[src/rtl/fifo_write_arbiter_pkg.sv]
// Shared constants and types for the FIFO write arbiter and the FIFO it feeds.
package fifo_write_arbiter_pkg;

  localparam int DEFAULT_WIDTH     = 6;
  localparam int DEFAULT_NREQ      = 4;
  localparam int DEFAULT_MAX_BURST = 4;

  // Wide enough for a burst counter with MAX_BURST up to 16.
  localparam int DBG_CNT_W = 5;

  typedef enum logic {
    IDLE  = 1'b0,
    BURST = 1'b1
  } state_t;

  typedef struct packed {
    state_t                 state;
    logic [DBG_CNT_W-1:0]   burst_cnt;
  } dbg_t;

endpackage

[src/rtl/fifo_write_arbiter_if.sv]
// Requester-side and FIFO-side handshake bundle for the write arbiter.
interface fifo_write_arbiter_if #(
  parameter int WIDTH = fifo_write_arbiter_pkg::DEFAULT_WIDTH,
  parameter int NREQ  = fifo_write_arbiter_pkg::DEFAULT_NREQ
);

  // A word moves from requester i when req_valid[i] and req_ready[i] are both
  // high at a rising clk edge; fifo_write_en pulses in that same cycle.
  logic [NREQ-1:0]       req_valid;
  logic [NREQ*WIDTH-1:0] req_data;
  logic [NREQ-1:0]       req_ready;
  logic                  fifo_full;
  logic                  fifo_write_en;
  logic [WIDTH-1:0]      fifo_data_in;

  modport master (
    output req_valid, req_data, fifo_full,
    input  req_ready, fifo_write_en, fifo_data_in
  );

  modport slave (
    input  req_valid, req_data, fifo_full,
    output req_ready, fifo_write_en, fifo_data_in
  );

endinterface

[src/rtl/fifo_write_arbiter_rr_pick.sv]
// Combinational round-robin picker: first valid requester after last_owner.
module rr_pick #(
  parameter int NREQ = 4,
  parameter int LW   = $clog2(NREQ)
) (
  input  logic [NREQ-1:0] req,
  input  logic [LW-1:0]   last_owner,
  output logic [NREQ-1:0] winner_onehot,
  output logic            found
);

  logic [LW-1:0] idx;

  // k runs 1..NREQ so last_owner itself is the final candidate.
  always_comb begin
    winner_onehot = '0;
    found         = 1'b0;
    idx           = '0;
    for (int k = 1; k <= NREQ; k++) begin
      idx = LW'((int'(last_owner) + k) % NREQ);
      if (!found && req[idx]) begin
        winner_onehot[idx] = 1'b1;
        found              = 1'b1;
      end
    end
  end

endmodule

[src/rtl/fifo_write_arbiter.sv]
// Grants one requester at a time a burst of up to MAX_BURST FIFO writes,
// rotating ownership round-robin with no idle bubble between bursts.
module fifo_write_arbiter
  import fifo_write_arbiter_pkg::*;
#(
  parameter int WIDTH     = DEFAULT_WIDTH,
  parameter int NREQ      = DEFAULT_NREQ,
  parameter int MAX_BURST = DEFAULT_MAX_BURST
) (
  input  logic                 clk,
  input  logic                 reset_n,
  fifo_write_arbiter_if.slave  bus,
  output logic [NREQ-1:0]      grant,
  output logic                 busy,
  output dbg_t                 dbg
);

  localparam int LW = $clog2(NREQ);
  localparam int CW = $clog2(MAX_BURST) + 1;

  state_t          state_q, state_d;
  logic [NREQ-1:0] grant_q, grant_d;
  logic [LW-1:0]   last_q, last_d;
  logic [CW-1:0]   cnt_q, cnt_d;

  logic [NREQ-1:0] winner;
  logic            found;
  logic [LW-1:0]   win_idx;
  logic [NREQ-1:0] ready;
  logic            write_en;
  logic            owner_valid;
  logic            burst_end;
  logic [WIDTH-1:0] data_sel;

  // One picker serves both the IDLE path and the burst-end path; last_q
  // always equals the current owner while in BURST.
  rr_pick #(.NREQ(NREQ), .LW(LW)) u_rr_pick (
    .req           (bus.req_valid),
    .last_owner    (last_q),
    .winner_onehot (winner),
    .found         (found)
  );

  always_comb begin
    win_idx  = '0;
    data_sel = '0;
    for (int i = 0; i < NREQ; i++) begin
      if (winner[i])  win_idx  = LW'(i);
      if (grant_q[i]) data_sel = bus.req_data[i*WIDTH +: WIDTH];
    end
  end

  assign ready       = (state_q == BURST && !bus.fifo_full) ? grant_q : '0;
  assign write_en    = |(bus.req_valid & ready);
  assign owner_valid = |(bus.req_valid & grant_q);

  assign bus.req_ready     = ready;
  assign bus.fifo_write_en = write_en;
  assign bus.fifo_data_in  = (state_q == BURST) ? data_sel : '0;

  always_ff @(posedge clk or negedge reset_n) begin
    if (!reset_n) begin
      state_q <= IDLE;
      grant_q <= '0;
      last_q  <= LW'(NREQ - 1);
      cnt_q   <= '0;
    end else begin
      state_q <= state_d;
      grant_q <= grant_d;
      last_q  <= last_d;
      cnt_q   <= cnt_d;
    end
  end

  always_comb begin
    state_d   = state_q;
    grant_d   = grant_q;
    last_d    = last_q;
    cnt_d     = cnt_q;
    burst_end = 1'b0;
    case (state_q)
      IDLE: begin
        if (found) begin
          state_d = BURST;
          grant_d = winner;
          last_d  = win_idx;
          cnt_d   = '0;
        end
      end
      BURST: begin
        if (write_en) cnt_d = cnt_q + CW'(1);
        // A stalled owner (fifo_full) keeps the grant as long as it stays valid.
        burst_end = !owner_valid || (write_en && cnt_q == CW'(MAX_BURST - 1));
        if (burst_end) begin
          cnt_d = '0;
          if (found) begin
            grant_d = winner;
            last_d  = win_idx;
          end else begin
            state_d = IDLE;
            grant_d = '0;
          end
        end
      end
      default: state_d = IDLE;
    endcase
  end

  assign grant         = grant_q;
  assign busy          = (state_q == BURST);
  assign dbg.state     = state_q;
  assign dbg.burst_cnt = DBG_CNT_W'(cnt_q);

endmodule

[src/flat_wrapper.sv]
// flat-port wrapper written by rule: the top's interface ports become plain ports
module fifo_write_arbiter_flat import fifo_write_arbiter_pkg::*;
#(
  parameter int WIDTH     = DEFAULT_WIDTH,
  parameter int NREQ      = DEFAULT_NREQ,
  parameter int MAX_BURST = DEFAULT_MAX_BURST
)
  (clk, reset_n, grant, busy, dbg, bus_req_valid, bus_req_data, bus_fifo_full, bus_req_ready, bus_fifo_write_en, bus_fifo_data_in);
  fifo_write_arbiter_if #(.WIDTH(WIDTH), .NREQ(NREQ)) bus_i ();
  input  logic clk;
  input  logic reset_n;
  output logic [NREQ-1:0] grant;
  output logic busy;
  output dbg_t dbg;
  input wire logic [$bits(bus_i.req_valid)-1:0] bus_req_valid;
  input wire logic [$bits(bus_i.req_data)-1:0] bus_req_data;
  input wire logic [$bits(bus_i.fifo_full)-1:0] bus_fifo_full;
  output wire logic [$bits(bus_i.req_ready)-1:0] bus_req_ready;
  output wire logic [$bits(bus_i.fifo_write_en)-1:0] bus_fifo_write_en;
  output wire logic [$bits(bus_i.fifo_data_in)-1:0] bus_fifo_data_in;
  assign bus_i.req_valid = bus_req_valid;
  assign bus_i.req_data = bus_req_data;
  assign bus_i.fifo_full = bus_fifo_full;
  assign bus_req_ready = bus_i.req_ready;
  assign bus_fifo_write_en = bus_i.fifo_write_en;
  assign bus_fifo_data_in = bus_i.fifo_data_in;
  fifo_write_arbiter #(.WIDTH(WIDTH), .NREQ(NREQ), .MAX_BURST(MAX_BURST)) u_core (.clk(clk), .reset_n(reset_n), .bus(bus_i), .grant(grant), .busy(busy), .dbg(dbg));
endmodule
[config.mk]
export PLATFORM = sky130hd
export DESIGN_NAME = fifo_write_arbiter_flat
export DESIGN_NICKNAME = d
export VERILOG_FILES = /design/src/rtl/fifo_write_arbiter_pkg.sv /design/src/rtl/fifo_write_arbiter_if.sv /design/src/rtl/fifo_write_arbiter_rr_pick.sv /design/src/rtl/fifo_write_arbiter.sv /design/src/flat_wrapper.sv
export SDC_FILE = /design/constraint.sdc
export NUM_CORES = 1
export LEC_CHECK = 0
export ABC_AREA = 1
export CAP_MARGIN = 20
export CORE_ASPECT_RATIO = 1.4
export CORE_MARGIN = 1
export CORE_UTILIZATION = 25
export CTS_BUF_LIST = sky130_fd_sc_hd__clkbuf_4
export DETAILED_ROUTE_END_ITERATION = 6
export HOLD_SLACK_MARGIN = 0.05
export MAX_ROUTING_LAYER = met4
export PLACE_DENSITY = 0.61
export SYNTH_ARGS = -nofsm -noshare
export SYNTH_HDL_FRONTEND = slang
export SYNTH_SLANG_ARGS = --single-unit
[constraint.sdc]
create_clock -name clk -period 4.4 [get_ports clk]
set_input_delay 0.88 -clock clk [delete_from_list [all_inputs] [get_ports clk]]
set_output_delay 0.88 -clock clk [all_outputs]
set_load 0.05 [all_outputs]
== Yosys cells after proc, flatten, opt, wreduce, memory -nomap -nowiden ==
Cells that the tools add are included.
Word-level totals
  input port bits: 31
  bits in registers: 10
  logic and storage cells: 93
Operators by class
  muxes and demuxes: 47
  reductions and logical operators: 19
  $add $sub $neg: 5
  bitwise operators: 6
  magnitude comparators: 8
  equality and inequality tests: 4
Operator list (number)
  4-bit 2-to-1 mux: 8
  6-bit 2-to-1 mux: 5
  1-bit 2-to-1 mux: 15
  2-bit by 3-bit less-than comparator with 1-bit output (second input constant): 4
  4-bit OR: 3
  1-bit logical AND: 9
  3-bit 2-to-1 mux: 3
  4-bit AND: 2
  1-bit binary-select mux with 2-bit select: 4
  1-bit demux with 2-bit select: 4
  2-bit by 1-bit >= comparator with 1-bit output (second input constant): 4
  2-bit 2-to-1 mux: 4
  4-bit one-hot mux with 2 select lines: 1
  4-bit OR reduction: 2
  3-bit one-hot mux with 2 select lines: 1
  1-bit zero test: 5
  2-bit by 1-bit adder with 2-bit output (second input constant): 2
  2-bit adder (second input constant): 2
  2-bit one-hot mux with 2 select lines: 1
  2-bit AND reduction: 2
  3-bit by 1-bit adder with 3-bit output (second input constant): 1
  3-bit by 2-bit equality test with 1-bit output (second input constant): 1
  3-bit inequality test (second input constant): 1
  2-bit by 1-bit inequality test with 1-bit output (second input constant): 1
  4 further kinds: 4

== Depth between registers and ports, before layout ==
Gate-level depths: netlist of the first run.
  word-level depth: 19
  depth in mapped cells: 12
  gate-level depth less buffers: 12

== Cells and area by module ==
Synthesis of the first run repeated with hierarchy kept, for this count alone.
Unflattened totals
  cells, all modules: 201
  area, all modules: 1310.0 sq um
By module, submodules not included
  fifo_write_arbiter: sequential area each 252.7 sq um, cells an instance 121, instances 1, area an instance 858.3 sq um
  rr_pick: sequential area each 0.0 sq um, cells an instance 80, instances 1, area an instance 451.7 sq um

== Least setup slack after synthesis of the first run ==
No wires, ideal clock.
  path type: input -> output
  start: input bus_req_data[0]
  end: output bus_fifo_data_in[0]
  setup slack: 1.588 ns
  arrival: 1.932 ns
  cell stages on the path: 4
  required time: 3.520 ns
  buffers on the path: 0
  cells stage by stage: a21oi_1 o21ai_0 o21ai_0 a21oi_1
Between the ends
  cells in the longest elaborated chain, start to end: 5
RTL lines
  from (decl): line flat_wrapper.sv:16  | input wire logic [$bits(bus_i.req_data)-1:0] bus_req_data;
  6-bit 2-to-1 mux (4 in a row): line fifo_write_arbiter.sv:49  | if (grant_q[i]) data_sel = bus.req_data[i*WIDTH +: WIDTH];
  6-bit 2-to-1 mux: line fifo_write_arbiter.sv:59  | assign bus.fifo_data_in = (state_q == BURST) ? data_sel : '0;
  to (decl): line flat_wrapper.sv:20  | output wire logic [$bits(bus_i.fifo_data_in)-1:0] bus_fifo_data_in;
No other way between the ends.

== Worst setup path in the final report of the first run ==
  start: input bus_req_data[5]
  end: output bus_fifo_data_in[5]
Same word-level chain as after synthesis.

==> metrics.md, run 1 <==
| Metric | Value |
|---|---|
| RSZ-0062 raised after global routing | false |
| Hold slack final | between 500 and 600 ps |
| Top-count cell post-synth | nand2_1 |
| Placeable Area | between 4000 and 5000 um2 |
| Worst reg2reg setup slack | between 2000 and 2500 ps |
| Die Height | around 84 um |
| Pleak | 0.8120 nW |
| Worst r2r path cells | 12 |
| Ports | 53 |
| Launch point of the worst path | bus_req_data[5] |
| VDD IR max | 0.1897 mV |
| Setup violators final | 0 |
| Nets | 275 |
| Crit path capture type | primary output |
| Setup Buffers After CTS | 0 |
| Power Total | 1.404 mW |
| Clk Tree Root Cell | clkbuf_4 |
| Post-layout instance area | 1784 um2 |
| Cts hold-fix bufs | 0 |
| Post-cts resize count | 0 |
| FILL cells | 509 |
| RR Startpoint | u_core.last_q[0] |
| Buffer depth of the longest clock path | 2 |
| Inserted Clock Buffers | 3 |
| Clock Skews | 7.287 ps |
| Inst Count DP | ~290 |
| Antenna violations before repair | 0 |
| Hold Fails Final Rpt | 0 |
| Starting density of the core | 0.2628 |
| Synth area leader | dfrtp_1 |
| Commonest cells in the netlist | nand2_1, inv_1, nand3_1, nor2_1, o21ai_0 |
| Clk_lat worst skew | around 270 ps |
| Setup TNS | 0 ps |
| Number of flops mapped to enable cells by yosys | 0 |
| Post-Place Setup Slack | 860.9 ps |
| Synth Cell Area | 1211 um2 |
| Crit path arrival time | 2650 ps |
| Crit path max fanout | 1 |
| Avg WL per Cell | 11.54 um |
| Row cnt | 29 |
| Gr ovfl total | 0 |
| Slew Viols, Final | 0 |
| Worst hold endpoint | u_core.cnt_q[1] |
| Global-route wire length before repair | 5.554 mm |
| Least-Margin Pin Slew | roughly 500 ps |
| Status | finished clean |
| Sequential Area | 252.7 um2 |
| Area contributors post-synth | dfrtp_1, nand2_1, ha_1, nand3_1, o21ai_0 |
| CP Launch Type | input pin |
| Final worst setup slack | around 870 ps |
| Seq cells post-synth | 10 |
| Chip width | 60.83 um |
| Via/cell ratio | 4.583 |
| Routed Antenna Nets | 0 |
| Sequential fraction of the synthesis area | 0.2087 |
| Synth top area share | 0.1653 |
| Drt initial violations | 58 |
| H-tree level count | 1 |
| Number of sinks on the clock net | 10 |
| Hold path depth | 2 |
| Vias in the first global route | ~1,300 |
| Async SR Flop Fraction | 1.000 |
| Setup CP Type | input pin to primary output |
| Worst-path clk slew | roughly 70 ps |
| Minimum clock period | 3529 ps |
| Post-route DRC | 0 |
| Top_reg_cell synth | dfrtp_1 |
| Cell variety after synth | 23 |
| WL final | ~3.4 mm |
| Max Cap Violations | 0 |
| HPWL Detailed | 2.767 mm |
| ANT cells | 0 |
| Hold path start | u_core.cnt_q[1] |
| Fin crit share | 0.8020 |
| CP Data Required Time | between 3000 and 4000 ps |
| Class of the worst hold path | register to register |
| Reg2Reg Capture Point | u_core.grant[0] |
| Vias post-DR | 1,352 |
| CTS tree | built |
| Die area | 5131 um2 |
| Port Buf Inserts | 50 |
| DR pass1 iterations | 4 |
| Slew HR | 0.6625 |
| Placed Instance Area | between 1500 and 2000 um2 |
| Final design utilization | 0.3872 |
| Ys Warns | 0 |
| Post-Layout Cell Count | 295 |
| Area of the multi-input gates | between 800 and 900 um2 |
| Share of cells above drive strength 1 | 0.1245 |
| Routability cong. | around 0.74 |
| Largest net degree at the start of global routing | 16 |
| Layout area overhead | 47.31% |
| Fmax achieved | 283.4 MHz |
| Cell count after synthesis | between 150 and 200 |
| Power per cell area | 786.8 nW/um2 |
| GRT Resource Usage Total | 0.1428 |
| Syn_area_per_cell | 6.582 um2 |
## how the worst max path moves through the flow
stage / end / slack [ps] / cells after the start
2_1_floorplan: bus_fifo_data_in[0] / 1590 / 4
3_3_place_gp: bus_fifo_data_in[5] / 860 / 6
3_5_place_dp: bus_fifo_data_in[5] / 860 / 6
4_1_cts: bus_fifo_data_in[5] / 860 / 6
5_1_grt: bus_fifo_data_in[3] / 750 / 6
6_report: bus_fifo_data_in[5] / 870 / 6
## per-layer routing
| layer | vias to the layer above | GRT usage | wire length, um |
|---|---|---|---|
| met2 | 41 | 0.2677 | 1781 |
| met3 | 4 | 0.02003 | 238 |
| met4 | 0 | 0.04339 | 42 |
| met5 | - | - | 0 |
| met1 | 612 | 0.1453 | 1342 |
| li1 | 695 | - | - |
## layout by cell type (no fill, tap or decap), types with 5 or more instances in the layout
master,Yosys,routed
clkdlybuf4s50_1,0,50
nand2_1,34,34
inv_1,20,20
nor2_1,20,20
o21ai_0,20,20
nand3_1,20,20
a21oi_1,14,14
ha_1,10,10
dfrtp_1,8,8
o21ai_2,6,6
nand2_2,5,5
## registers in the layout, summed over array words and instances, names as in the netlist
register       cells
u_core.busy        1
u_core.cnt_q       3
u_core.grant       4
u_core.last_q      2
## kinds of logic after synthesis
family	Yosys count	synth area share
DFF	10	0.2087
and+or+nand+nor	92	0.3905
AOI/OAI and AO/OA	42	0.1942
other	1	0.003096
buffers and inverters	29	0.1002
adders and majority gates	10	0.1033
## where the power goes
| group | switching (mW) | internal [mW] |
|---|---|---|
| Clock | 0.0335 | 0.0328 |
| Sequential | 0.0595 | 0.134 |
| Combinational | 0.769 | 0.375 |
| Total | 0.862 | 0.542 |
## critical path, stage by stage
cell and delay, ps:
clkdlybuf4s50_1 460, a21oi_1 60, o21ai_0 170, o21ai_0 110
a21oi_1 140, clkdlybuf4s50_1 820
## area by class of cell
| class | count | area share |
|---|---|---|
| Clock inverter | 1 | 0.002104 |
| Tap cell | 62 | 0.04348 |
| Multi-Input combinational cell | 146 | 0.4712 |
| Timing Repair Buffer | 50 | 0.2805 |
| Sequential cell | 10 | 0.1417 |
| Clock buffer | 3 | 0.01262 |
| Inverter | 23 | 0.04839 |
(Power assumes the default switching activity.)
==> run 2: changes to the inputs <==
--- a/config.mk
+++ b/config.mk
@@ -14,7 +14,7 @@
 export DETAILED_ROUTE_END_ITERATION = 6
 export HOLD_SLACK_MARGIN = 0.05
 export MAX_ROUTING_LAYER = met4
-export PLACE_DENSITY = 0.61
+export PLACE_DENSITY = 0.63
 export SYNTH_ARGS = -nofsm -noshare
 export SYNTH_HDL_FRONTEND = slang
 export SYNTH_SLANG_ARGS = --single-unit
==> constraint.sdc (replaced) <==
create_clock -name clk -period 3.2 [get_ports clk]
set_input_delay 0.64 -clock clk [delete_from_list [all_inputs] [get_ports clk]]
set_output_delay 0.64 -clock clk [all_outputs]
set_load 0.05 [all_outputs]
==> metrics.md, run 2 (synthesis gave the netlist of run 1 again) <==
| Metric | Value |
|---|---|
| Status | finished clean |
| Nets | 275 |
| Worst hold endpoint | u_core.cnt_q[1] |
| Crit path arrival time | 2180 ps |
| Reg2Reg Capture Point | u_core.grant[0] |
| Starting density of the core | 0.2628 |
| Antenna violations before repair | 0 |
| GRT Resource Usage Total | 0.1352 |
| Worst r2r path cells | 12 |
| Cts hold-fix bufs | 0 |
| Post-route DRC | 0 |
| Post-Layout Cell Count | 295 |
| Post-layout instance area | 1762 um2 |
| Share of cells above drive strength 1 | 0.1631 |
| Placeable Area | roughly 4600 um2 |
| H-tree level count | 1 |
| Layout area overhead | 45.45% |
| Setup Buffers After CTS | 0 |
| Buffer depth of the longest clock path | 2 |
| Hold path depth | 2 |
| VDD IR max | 0.2516 mV |
| Combinational power share | 0.817 |
| CP Launch Type | input pin |
| Placed Instance Area | 1735 um2 |
| Crit path max fanout | 9 |
| Ports | 53 |
| Setup violators final | 0 |
| Setup CP Type | input pin to primary output |
| CTS tree | built |
| Clk Tree Root Cell | clkbuf_4 |
| FILL cells | 518 |
| Worst-path clk slew | about 70 ps |
| Final design utilization | 0.3823 |
| HPWL Detailed | about 2.8 mm |
| Internal power | 0.7200 mW |
| DR pass1 iterations | 4 |
| Least-Margin Pin Slew | 507.7 ps |
| Power per cell area | 1087 nW/um2 |
| Fmax achieved | around 360 MHz |
| Largest register FFs | 4 |
| Vias in the first global route | 1,267 |
| Class of the worst hold path | register to register |
| Post-cts resize count | 0 |
| Final worst setup slack | 384.3 ps |
| Clk_lat worst skew | about 270 ps |
| Avg WL per Cell | ~12 um |
| RSZ-0062 raised after global routing | false |
| Switching power | 1.194 mW |
| WL final | 3.393 mm |
| Die area | approximately 5100 um2 |
| Most common cell after layout, fill and taps aside | clkdlybuf4s50_1 |
| Setup TNS | 0 ps |
| Seq pwr share | 0.136 |
| Power Total | 1.914 mW |
| Routed Antenna Nets | 0 |
| Fin crit share | 0.8799 |
| ANT cells | 0 |
| Pleak | 0.8240 nW |
| Switching Share | 0.6239 |
| Crit path capture type | primary output |
| Post-Place Setup Slack | 378.4 ps |
| Routability cong. | slightly above 0.8 |
| Worst reg2reg setup slack | around 890 ps |
| Die Height | 84.36 um |
| Gr ovfl total | 0 |
| Vias post-DR | 1,372 |
| Slew HR | 0.6605 |
| Max Cap Violations | 0 |
| Row cnt | 29 |
| Clock network fraction of total power | 0.047 |
| CP Data Required Time | about 2600 ps |
| Hold path start | u_core.cnt_q[1] |
| Inserted Clock Buffers | 3 |
| RR Startpoint | u_core.last_q[1] |
| Chip width | a little over 60 um |
| Largest net degree at the start of global routing | 16 |
| Clock Skews | approximately 9.3 ps |
| Drt initial violations | 58 |
| Inst Count DP | 291 |
| Hold slack final | 549.1 ps |
| Slew Viols, Final | 0 |
| Hold Fails Final Rpt | 0 |
| Minimum clock period | 2816 ps |
| Port Buf Inserts | 50 |
| Via/cell ratio | 4.651 |
| Most frequent cells in the layout | clkdlybuf4s50_1, nand2_1 |
| Number of sinks on the clock net | 10 |
| Global-route wire length before repair | 5.230 mm |
-- run 2: cell count changes in the layout (fill, tap and decap cells not counted) --
cell             previous run  this run
clkdlybuf4s50_1            50        41
buf_4                       0         9
-- run 2: final cells by class --
cell class,count,area (um2),share of cell area
multi-input combinational,146,840.8,0.4773
timing repair buffer,50,478.0,0.2713
sequential,10,252.7,0.1435
inverter,23,86.33,0.04901
tap,62,77.57,0.04403
clock buffer,3,22.52,0.01278
clock inverter,1,3.754,0.002131
-- run 2: worst max-delay path, stage by stage --
cell             delay, ps
clkdlybuf4s50_1        390
inv_1                   80
nand2_2                130
nor2_1                 120
clkdlybuf4s50_1        810
-- run 2: metal layers --
layer	GRT usage	share of wire
met2	0.2717	0.55
met5	-	0
met4	0.03719	0.0068
met1	0.1224	0.37
met3	0.01849	0.076
-- run 2: power groups by stage --
stage / combinational (mW) / sequential (mW) / clock [mW]
after detailed placement: 1.57 / 0.265 / 0
final: 1.56 / 0.261 / 0.0892
after global placement: 1.57 / 0.265 / 0
after global routing: 1.71 / 0.272 / 0.0985
after floorplan: 1.09 / 0.342 / 0
after CTS: 1.58 / 0.263 / 0.0916
-- run 2: how the worst max path moves through the flow --
stage	from	endpoint	slack, ps	cells after the start
after global placement	bus_fifo_full	bus_req_ready[2]	390	5
final	bus_fifo_full	bus_req_ready[3]	380	5
after floorplan	u_core.grant[3]	bus_fifo_data_in[1]	630	4
after CTS	bus_fifo_full	bus_req_ready[3]	380	5
after global routing	bus_fifo_full	bus_req_ready[2]	310	5
after detailed placement	bus_fifo_full	bus_req_ready[3]	380	5
==> run 3: changes to the inputs <==
--- a/config.mk
+++ b/config.mk
@@ -7,10 +7,10 @@
 export LEC_CHECK = 0
 export ABC_AREA = 1
 export CAP_MARGIN = 20
-export CORE_ASPECT_RATIO = 1.4
 export CORE_MARGIN = 1
 export CORE_UTILIZATION = 25
 export CTS_BUF_LIST = sky130_fd_sc_hd__clkbuf_4
+export CTS_CLUSTER_SIZE = 40
 export DETAILED_ROUTE_END_ITERATION = 6
 export HOLD_SLACK_MARGIN = 0.05
 export MAX_ROUTING_LAYER = met4
==> metrics.md, run 3 (synthesis gave the netlist of run 1 again) <==
| Metric | Value |
|---|---|
| Crit-path cells | clkdlybuf4s50_1 -> inv_1 -> nand2_2 -> nor2_1 -> clkdlybuf4s50_1 |
| Largest net degree at the start of global routing | 16 |
| Hold Fails Final Rpt | 0 |
| GRT Resource Usage Total | 0.1418 |
| Worst Path Buf+Inv | 3 |
| Class of the worst hold path | register to register |
| VDD IR max | 0.4096 mV |
| Clock Skews | 3.739 ps |
| Vias in the first global route | 1,245 |
| Die area | 5127 um2 |
| H-tree level count | 1 |
| Setup violators final | 0 |
| Routed Antenna Nets | 0 |
| Placeable Area | 4504 um2 |
| Starting density of the core | 0.2689 |
| Clk Tree Root Cell | clkbuf_4 |
| Number of sinks on the clock net | 10 |
| Cell family with most CP delay | buffers and inverters |
| Cts hold-fix bufs | 0 |
| WL final | 3.314 mm |
| Minimum clock period | between 2000 and 3000 ps |
| Die Height | 71.61 um |
| Crit path max fanout | 9 |
| Power per cell area | ~1100 nW/um2 |
| Inserted Clock Buffers | 3 |
| Worst-path clk slew | 60 ps |
| Most common cell after layout, fill and taps aside | clkdlybuf4s50_1 |
| Share of cells above drive strength 1 | 0.1631 |
| CTS tree | built |
| DR pass1 iterations | 5 |
| Chip width | 71.61 um |
| Antenna violations before repair | 0 |
| Layout area overhead | 44.42% |
| Ports | 53 |
| Row cnt | 24 |
| Routability cong. | 0.8633 |
| Gr ovfl total | 0 |
| CP Launch Type | input pin |
| Global-route wire length before repair | 5.595 mm |
| Pleak | 0.8240 nW |
| Buffer depth of the longest clock path | 2 |
| Largest register FFs | 4 |
| Post-Layout Cell Count | ~290 |
| Worst path max stage delay | 810 ps |
| Max stage delay cell, worst path | clkdlybuf4s50_1 |
| Drt initial violations | 32 |
| Slew Viols, Final | 0 |
| Cell mode on critical path | clkdlybuf4s50_1 |
| Inst Count DP | 281 |
| CP Data Required Time | approximately 2600 ps |
| Crit path arrival time | 2150 ps |
| ANT cells | 0 |
| Via/cell ratio | 4.740 |
| Most frequent cells in the layout | clkdlybuf4s50_1, nand2_1 |
| Port Buf Inserts | 50 |
| Fin crit share | 0.8732 |
| RSZ-0062 raised after global routing | false |
| Clk_lat worst skew | 260 ps |
| Status | finished clean |
| Worst r2r path cells | 12 |
| Avg WL per Cell | 11.63 um |
| Setup CP Type | input pin to primary output |
| Post-route DRC | 0 |
| Post-cts resize count | 0 |
| CP Depth | 5 |
| Slew HR | 0.6520 |
| Setup Buffers After CTS | 0 |
| HPWL Detailed | 2.644 mm |
| Fmax achieved | around 360 MHz |
| Final design utilization | 0.3883 |
| Least-Margin Pin Slew | 520.4 ps |
| Hold path depth | 2 |
| Nets | between 200 and 300 |
| Vias post-DR | 1,351 |
| Crit path capture type | primary output |
| Setup TNS | 0 ps |
| Max Cap Violations | 0 |
## run 3: final cells by class
type | count | area, um2
fillers | 502 | 2755
multi-input cells | 146 | 840.8
repair buffers | 50 | 478.0
flip-flops and latches | 10 | 252.7
inverters | 23 | 86.33
well taps | 52 | 65.06
clock buffers | 3 | 22.52
clock inverters | 1 | 3.754
## run 3: worst reg2reg max path: cells and delay by family (launching register included)
kind                       cells  cell delay (ps)
buffers and inverters          3              380
DFF                            1              660
and+or+nand+nor                8              770
adders and majority gates      1              400
## run 3: routing by layer
| layer | global-route usage | share of wire | vias to the layer above | routed length, um |
|---|---|---|---|---|
| met1 | 0.1782 | 0.46 | 611 | 1512 |
| met2 | 0.2285 | 0.47 | 33 | 1549 |
| met5 | - | 0 | - | 0 |
| met3 | 0.03657 | 0.068 | 4 | 226 |
| met4 | 0.03268 | 0.0078 | 0 | 26 |
| li1 | - | - | 703 | - |
## run 3: final timing paths
check	start	endpoint	slack [ps]
max reg2reg	u_core.last_q[0]	u_core.grant[0]	900
max in group asynchronous	reset_n	u_core.last_q[0]	2190
min	u_core.cnt_q[1]	u_core.cnt_q[1]	540
min in group asynchronous	reset_n	u_core.busy	680
min reg2reg	u_core.cnt_q[1]	u_core.cnt_q[1]	540
max	bus_fifo_full	bus_req_ready[2]	410
## run 3: power breakdown
group,switching [mW],internal [mW],leakage (nW)
registers,0.0788,0.185,0.124
clock network,0.0422,0.0450,0.0154
logic,1.06,0.490,0.685
total,1.18,0.719,0.824
## run 3: through the flow
stage	total power, mW	instance area (um2)	hold WS (ps)	worst slack, ps
5_1_grt	2.077	1749	576.0	309.4
3_3_place_gp	1.814	1723	543.5	411.7
2_1_floorplan	1.432	1215	344.4	629.9
4_1_cts	1.917	1749	552.3	388.7
3_5_place_dp	1.820	1723	532.9	392.0
6_report	1.900	1749	543.7	405.7
